$ cat config.mk
export PLATFORM = sky130hd
export DESIGN_NAME = riscv_bu_bp_update
export DESIGN_NICKNAME = d
export VERILOG_FILES = /design/src/rtl/riscv_bp_pkg.sv /design/src/rtl/riscv_bp_ghr.sv /design/src/rtl/riscv_bu_bp_update.sv
export SDC_FILE = /design/constraint.sdc
export NUM_CORES = 1
export LEC_CHECK = 0
export ABC_AREA = 0
export CORE_MARGIN = 2
export CORE_UTILIZATION = 48
export DETAILED_ROUTE_END_ITERATION = 16
export DONT_BUFFER_PORTS = 1
export PLACE_DENSITY = 0.65
export RECOVER_POWER = 50
export SLEW_MARGIN = 0
export SYNTH_ARGS = -nofsm -noshare
export SYNTH_HDL_FRONTEND = slang
export SYNTH_SLANG_ARGS = --single-unit
$ cat constraint.sdc
create_clock -name clk_i -period 1.35 [get_ports clk_i]
set_input_delay 0.405 -clock clk_i [delete_from_list [all_inputs] [get_ports clk_i]]
set_output_delay 0.405 -clock clk_i [all_outputs]
set_load 0.005 [all_outputs]
$ cat src/rtl/riscv_bp_pkg.sv
// Shared types and constants for the correlating branch predictor: 2-bit counter
// encoding, taken decode and sequential PC increments.
package riscv_bp_pkg;

    typedef enum logic [1:0] {
        BP_SNT = 2'b00,
        BP_WNT = 2'b01,
        BP_ST  = 2'b10,
        BP_WT  = 2'b11
    } bp_state_t;

    localparam int unsigned RVC_INC = 2;
    localparam int unsigned RVI_INC = 4;

    // The MSB of the counter is the direction; the LSB is only hysteresis.
    function automatic logic bp_is_taken(input bp_state_t state);
        return state[1];
    endfunction

endpackage

$ cat src/rtl/riscv_bp_ghr.sv
// Global history register: shifts one resolved outcome in per update, newest bit at LSB.
module riscv_bp_ghr #(
    parameter int unsigned BP_GLOBAL_BITS = 2
) (
    input  logic                      clk_i,
    input  logic                      rst_ni,
    input  logic                      shift_i,
    input  logic                      bit_i,
    output logic [BP_GLOBAL_BITS-1:0] history_o
);

    logic [BP_GLOBAL_BITS-1:0] ghr_q;

    generate
        if (BP_GLOBAL_BITS == 1) begin : g_one_bit
            always_ff @(posedge clk_i or negedge rst_ni) begin
                if (!rst_ni) begin
                    ghr_q <= '0;
                end else if (shift_i) begin
                    ghr_q <= bit_i;
                end
            end
        end else begin : g_multi_bit
            // NOTE: sequential state uses non-blocking assignments so every flop samples pre-edge values.
            always_ff @(posedge clk_i or negedge rst_ni) begin
                if (!rst_ni) begin
                    ghr_q <= '0;
                end else if (shift_i) begin
                    ghr_q <= {ghr_q[BP_GLOBAL_BITS-2:0], bit_i};
                end
            end
        end
    endgenerate

    assign history_o = ghr_q;

endmodule

$ cat src/rtl/riscv_bu_bp_update.sv
// Branch-resolution side of the predictor: tracks ID predictions into EX, drives the predictor
// write port, owns the GHR and flags mispredicts. Optional counters under `BP_STATS_EN`.
module riscv_bu_bp_update
    import riscv_bp_pkg::*;
#(
    parameter int unsigned XLEN           = 32,
    parameter int unsigned HAS_BPU        = 1,
    parameter int unsigned BP_GLOBAL_BITS = 2
) (
    input  logic                      clk_i,
    input  logic                      rst_ni,
    input  logic                      id_valid_i,
    input  logic [1:0]                id_bp_predict_i,
    input  logic                      ex_stall_i,
    input  logic                      ex_flush_i,
    input  logic [XLEN-1:0]           ex_pc_i,
    input  logic                      ex_is_branch_i,
    input  logic                      ex_is_rvc_i,
    input  logic                      ex_btaken_i,
    input  logic [XLEN-1:0]           ex_target_i,
    output logic                      bu_bp_update_o,
    output logic [1:0]                bu_bp_predict_o,
    output logic                      bu_bp_btaken_o,
    output logic [BP_GLOBAL_BITS-1:0] bu_bp_history_o,
    output logic [XLEN-1:0]           bu_bp_pc_o,
    output logic                      bu_mispredict_o,
`ifdef BP_STATS_EN
    output logic [31:0]               bu_stat_branches_o,
    output logic [31:0]               bu_stat_mispredicts_o,
`endif
    output logic [XLEN-1:0]           bu_redirect_pc_o
);

    localparam logic BPU_EN = (HAS_BPU != 0);

    logic            ex_valid_q;
    logic [1:0]      ex_predict_q;
    logic [1:0]      predict_d;
    logic            fire;
    logic            mispredict_d;
    logic [XLEN-1:0] redirect_d;

    logic            update_q;
    logic [1:0]      predict_q;
    logic            btaken_q;
    logic [XLEN-1:0] pc_q;
    logic            mispredict_q;
    logic [XLEN-1:0] redirect_q;

    // NOTE: every signal driven in always_comb gets a default first so no latch is inferred.
    always_comb begin
        predict_d    = 2'b00;
        mispredict_d = 1'b0;
        redirect_d   = '0;
        if (BPU_EN) begin
            predict_d = id_bp_predict_i;
        end
        // Without a BPU the prediction is forced to SNT, so any taken branch mispredicts.
        mispredict_d = bp_is_taken(bp_state_t'(ex_predict_q)) ^ ex_btaken_i;
        if (ex_btaken_i) begin
            redirect_d = ex_target_i;
        end else begin
            redirect_d = ex_pc_i + (ex_is_rvc_i ? XLEN'(RVC_INC) : XLEN'(RVI_INC));
        end
    end

    assign fire = ex_valid_q & ex_is_branch_i & ~ex_stall_i & ~ex_flush_i;

    // NOTE: only control and pipeline registers here, no storage arrays, so every flop takes the async reset.
    always_ff @(posedge clk_i or negedge rst_ni) begin
        if (!rst_ni) begin
            ex_valid_q   <= 1'b0;
            ex_predict_q <= 2'b00;
        end else begin
            if (ex_flush_i) begin
                ex_valid_q <= 1'b0;
            end else if (!ex_stall_i) begin
                ex_valid_q <= id_valid_i;
            end
            if (!ex_stall_i) begin
                ex_predict_q <= predict_d;
            end
        end
    end

    // The write-port payload holds between updates; only update/mispredict pulse.
    always_ff @(posedge clk_i or negedge rst_ni) begin
        if (!rst_ni) begin
            update_q     <= 1'b0;
            mispredict_q <= 1'b0;
            predict_q    <= 2'b00;
            btaken_q     <= 1'b0;
            pc_q         <= '0;
            redirect_q   <= '0;
        end else begin
            update_q     <= fire & BPU_EN;
            mispredict_q <= fire & mispredict_d;
            if (fire) begin
                predict_q  <= ex_predict_q;
                btaken_q   <= ex_btaken_i;
                pc_q       <= ex_pc_i;
                redirect_q <= redirect_d;
            end
        end
    end

    // Shifting at the edge that ends the update cycle keeps read and write indices aligned.
    riscv_bp_ghr #(
        .BP_GLOBAL_BITS(BP_GLOBAL_BITS)
    ) u_ghr (
        .clk_i    (clk_i),
        .rst_ni   (rst_ni),
        .shift_i  (update_q),
        .bit_i    (btaken_q),
        .history_o(bu_bp_history_o)
    );

    assign bu_bp_update_o   = update_q;
    assign bu_bp_predict_o  = predict_q;
    assign bu_bp_btaken_o   = btaken_q;
    assign bu_bp_pc_o       = pc_q;
    assign bu_mispredict_o  = mispredict_q;
    assign bu_redirect_pc_o = redirect_q;

`ifdef BP_STATS_EN
    logic [31:0] stat_branches_q;
    logic [31:0] stat_mispredicts_q;

    always_ff @(posedge clk_i or negedge rst_ni) begin
        if (!rst_ni) begin
            stat_branches_q    <= '0;
            stat_mispredicts_q <= '0;
        end else begin
            if (update_q && (stat_branches_q != 32'hFFFF_FFFF)) begin
                stat_branches_q <= stat_branches_q + 32'd1;
            end
            if (mispredict_q && (stat_mispredicts_q != 32'hFFFF_FFFF)) begin
                stat_mispredicts_q <= stat_mispredicts_q + 32'd1;
            end
        end
    end

    assign bu_stat_branches_o    = stat_branches_q;
    assign bu_stat_mispredicts_o = stat_mispredicts_q;
`endif

endmodule

* Yosys cells after proc, flatten, opt, wreduce, memory -nomap -nowiden *
Cells that the tools add are included.

operators by class
  add/sub/neg operators = 1
  muxes and demuxes = 4
  bitwise gates (word level) = 7
  equality and inequality tests = 1

operator list
  operator            count
  $add 32x3->32       1
  $mux 32             1
  $and 1x1->1         4
  $mux 3              1
  $mux 1              2
  $ne 2x1->1 const B  1
  $not 1->1           2
  $xor 1x1->1         1

storage, ports and cells
  logic and storage cells = 22
  bits in registers = 74
  output and inout port bits = 71
  input port bits = 74

* Logic depth before layout (Yosys ltp) *
  depth after elaboration = 4
  depth in mapped cells = 8
  depth with buffers taken out = 8

* Modules after synthesis *
Synthesis repeated with hierarchy kept, for this count alone.

unflattened totals
  cells, all modules = 410
  area total of the unflattened synthesis = 3656.0 um^2

modules (own cells, without submodules)
  module              cells an instance  seq. area each (um^2)  area each (um^2)  times used
  riscv_bu_bp_update  406                1801.7                 3583.4            1
  riscv_bp_ghr        4                  50.0                   72.6              1

* Least setup slack after synthesis *
No wires, ideal clock.

  path kind = input to register
  start = input ex_pc_i[1]
  end = register redirect_q[31], in the netlist bu_redirect_pc_o[31]
  path buffers = 0
  path slack = -917 ps
  stages = 8
  data required time = 1212 ps
  library setup time = 138 ps
  arrival = 2129 ps
  path through = ha_1 > inv_1 > fa_1 > nand4b_1 > or3_1 > nor4_1 > xnor2_1 > o22ai_1

between the ends
  cells in the longest elaborated chain, start to end = 2

RTL lines
  what                    line                       source
  start: declaration      riscv_bu_bp_update.sv:16   input logic [XLEN-1:0] ex_pc_i,
  $add 32x3->32           riscv_bu_bp_update.sv:63   redirect_d = ex_pc_i + (ex_is_rvc_i ? XLEN'(RVC_INC) : XLEN'(RVI_INC));
  $mux 32                 riscv_bu_bp_update.sv:60   if (ex_btaken_i) begin
  end signal: assignment  riscv_bu_bp_update.sv:102  redirect_q <= redirect_d;
  end: declaration        riscv_bu_bp_update.sv:48   logic [XLEN-1:0] redirect_q;

No other way between the ends.
A chain may end at the register's enable or synchronous reset.

* Worst setup path after layout *
  start = input ex_pc_i[1]
  end = register redirect_q[25], in the netlist bu_redirect_pc_o[25]

The elaborated chain is that of the path after synthesis.

==> impl_metrics.py <==
metrics = {
    "outcome": {
        "outcome": "finished, violations left",
        "violations": "hold timing, setup timing",
    },
    "clock_network": {
        "cts_max_level": 3,
        "clk_latency_ps": 350,
        "clock_sinks": 74,
        "numCtsBuffers": 9,
        "cts_root_buffer": "clkbuf_8",
        "cts_tree": "done",
        "cts_max_path_buffers": 2,
        "clk_pin_slew_worst_paths_ps": 80,
    },
    "setup_path": {
        "path_cells": "ha_4 > inv_2 > fa_2 > nand4b_1 > or3_4 > nor4_4 > xnor2_2 > o22ai_1",
        "critical_path.startpoint": "ex_pc_i[1]",
        "cp.required_ps": 1570,
        "slowest_delay_ps": 470,
        "rr_worst_depth": 5,
        "start_kind": "input port",
        "crit_arrival_ps": 2030,
        "cp_max_fo": 5,
        "crit_type": "in2reg",
        "critPathSlowestCell": "or3_4",
        "cp-end-kind": "flop",
        "rr_startpoint": "ex_valid_q$_DFFE_PN0P_",
    },
    "place": {
        "dpl.hpwl_microns": 6780,
        "io_buffers": 0,
        "gp_congestion": 0.804,
        "dpl.cell_count": 516,
    },
    "timing": {
        "whs_ps": -257,
        "setup_slack_ps": -451,
        "drv_slew": 0,
        "finalCritPeriodShare": 1.33,
        "max_freq_mhz": 555,
        "rsz0062_at_grt": "yes",
        "finalCriticalPeriod_ps": 1800,
        "skew_ps": 6.83,
        "finalSetupViolCount": 28,
        "slew_headroom": 0.684,
        "worst_pin_slew_ps": 475,
        "hold_violations": 74,
    },
    "synth": {
        "syn_area_sq_um": 3680,
        "postSynthCellCount": 414,
        "ys.flop_type": "dfrtp_1",
        "synth_nets": 491,
        "synth-edff-count": 0,
        "yosys_warnings": 0,
        "ys_seq_area_frac": 0.503,
        "syn_area_per_cell_sq_um": 8.90,
        "synth-async-reset-ratio": 1.00,
        "ys_seq_elements": 74,
        "synth_cell_type_count": 45,
    },
    "cells_and_area": {
        "layout.nets": 511,
        "layout-drive-gt1-share": 0.191,
        "n_fill_cell": 616,
        "multiInputGateArea_sq_um": 1860,
        "final_cells": 539,
        "area_delta_synth_final_pct": 17.9,
        "ff_latch_area_sq_um": 1850,
    },
    "pwr": {
        "p_per_area_nw_per_um2": 1270,
        "power.total_mw": 5.51,
        "peakVddDrop_mv": 0.652,
        "power_leakage_nw": 2.04,
    },
    "detailed_routing": {
        "drc": 0,
        "vias": 3018,
        "wl_per_cell_microns": 17.8,
        "firstDrtPassIters": 4,
        "drt_wl_total_microns": 9620,
        "avgViaCountPerCell": 5.60,
        "first_iter_violations": 124,
        "ant_nets": 0,
    },
    "run": {
        "drv_cap": 0,
    },
    "grt": {
        "grt.total_usage": 0.241,
        "antenna_found_initial": 1,
        "grt_pass1_wl_microns": 15900,
        "grt_pass1_vias": 3097,
        "grt_max_degree": 75,
        "grt_overflow": 0,
    },
    "die": {
        "fp.coreArea_sq_um": 7330,
        "pin_count": 145,
        "dieArea_sq_um": 8390,
        "row_count": 31,
        "die_y_microns": 91.6,
        "start_util": 0.502,
        "die_w_microns": 91.6,
    },
    "min_path": {
        "holdCritPathClass": "in2async",
    },
}
## critical path: cells and delay by family
kind	cells	cell delay [ps]
AND/OR/NAND/NOR	3	890
adder cells (fa/ha/maj)	2	440
XOR/XNOR	1	150
AO/OA/AOI/OAI	1	100
buffers and inverters	1	30
## cell usage after synthesis, drive strengths merged, types with 4 or more instances
| cell type | count | area share |
|---|---|---|
| nand2 | 125 | 0.13 |
| dfrtp | 74 | 0.50 |
| o21ai | 31 | 0.042 |
| nor2 | 24 | 0.024 |
| a21oi | 21 | 0.029 |
| clkbuf | 18 | 0.018 |
| xnor2 | 16 | 0.038 |
| nand3 | 15 | 0.022 |
| o22ai | 11 | 0.019 |
| nor4 | 9 | 0.025 |
| inv | 7 | 0.0071 |
| nand4 | 7 | 0.014 |
| buf | 6 | 0.011 |
| xor2 | 6 | 0.014 |
| and4 | 4 | 0.0095 |
| mux2 | 4 | 0.012 |
| nor3 | 4 | 0.0054 |
## placed cells by master (no fill, tap or decap), types with 3 or more instances in the layout
cell / Yosys / routed
buf_4: 1 / 22
xor2_1: 6 / 6
a21oi_1: 21 / 19
o22ai_1: 11 / 11
nor4_2: 1 / 3
mux2i_1: 3 / 3
nand3_1: 14 / 13
clkbuf_4: 0 / 3
nor2_1: 24 / 24
mux2_2: 4 / 4
and3_1: 3 / 3
nand2_1: 124 / 124
clkbuf_8: 0 / 9
buf_6: 2 / 4
dfrtp_1: 74 / 74
and4_1: 4 / 4
nand2b_1: 3 / 3
xnor2_1: 16 / 15
nand4_1: 6 / 6
inv_1: 7 / 4
o21ai_0: 30 / 20
o21ai_1: 1 / 11
nor4_4: 2 / 5
a21o_1: 3 / 3
## cell type report
class                           count  area share
Multi-Input combinational cell    309       0.428
Inverter                            7     0.00893
Tap cell                           99      0.0285
Timing Repair Buffer               33      0.0651
Sequential cell                    74       0.426
Antenna cell                        1    0.000576
Clock inverter                      5      0.0127
Clock buffer                       11      0.0303
## flip-flops by register name, summed over array words and instances (netlist names)
signal	count
ex_valid_q	1
bu_bp_btaken_o	1
bu_bp_predict_o	2
bu_redirect_pc_o	32
bu_bp_pc_o	32
bu_bp_update_o	1
bu_mispredict_o	1
ex_predict_q	2
u_ghr.history_o	2
## where the power goes
part	switching [mW]	total, mW	internal (mW)	leakage [nW]
combinational	0.329	0.680	0.351	1.01
sequential	0.423	3.15	2.72	0.937
clock	0.834	1.68	0.849	0.0893
## through the flow
| step | worst slack, ps | TNS (ps) | hold slack [ps] | utilization | area [sq um] |
|---|---|---|---|---|---|
| after floorplan | -796 | -13350 | 109 | - | 3790 |
| after global placement | -771 | -15510 | 111 | 0.549 | 4030 |
| after detailed placement | -818 | -16280 | 111 | 0.549 | 4030 |
| after CTS | -407 | -7170 | -272 | 0.590 | 4320 |
| after global routing | -542 | -10080 | -285 | 0.592 | 4340 |
| final | -451 | -7170 | -257 | 0.592 | 4340 |
## routing by layer
layer,share of wire,vias to the layer above,global-route usage
met1,0.42,1449,0.311
met3,0.10,14,0.0888
met4,0.017,0,0.0947
li1,-,1443,-
met5,0,-,0
met2,0.46,112,0.368
## worst paths after layout
kind	to	slack, ps
max	bu_redirect_pc_o[25]$_DFFE_PN0P_	-450
min	u_ghr.history_o[1]$_DFFE_PN0P_	-260
max reg2reg	bu_redirect_pc_o[13]$_DFFE_PN0P_	-220
min reg2reg	bu_bp_predict_o[0]$_DFFE_PN0P_	470
max in group asynchronous	bu_redirect_pc_o[24]$_DFFE_PN0P_	1480
min in group clk_i	ex_valid_q$_DFFE_PN0P_	110
## what timing repair did
| action | 4_1_cts | 5_1_grt |
|---|---|---|
| endpoints found under the setup margin | 25 | 28 |
| endpoints found under the hold margin | 74 | 74 |
| setup buffers | 3 | 3 |
| resized for setup | 19 | 7 |
| pin swaps | 16 | 11 |
## kinds of logic after synthesis
| family | after synthesis | synth area share |
|---|---|---|
| flops | 74 | 0.503 |
| xor+xnor | 22 | 0.0523 |
| simple gates | 201 | 0.258 |
| buf+inv | 31 | 0.0367 |
| fa+ha+maj | 3 | 0.0122 |
| mux | 7 | 0.0204 |
| compound gates | 76 | 0.118 |
Note: power is estimated with default switching activity, not from simulation.
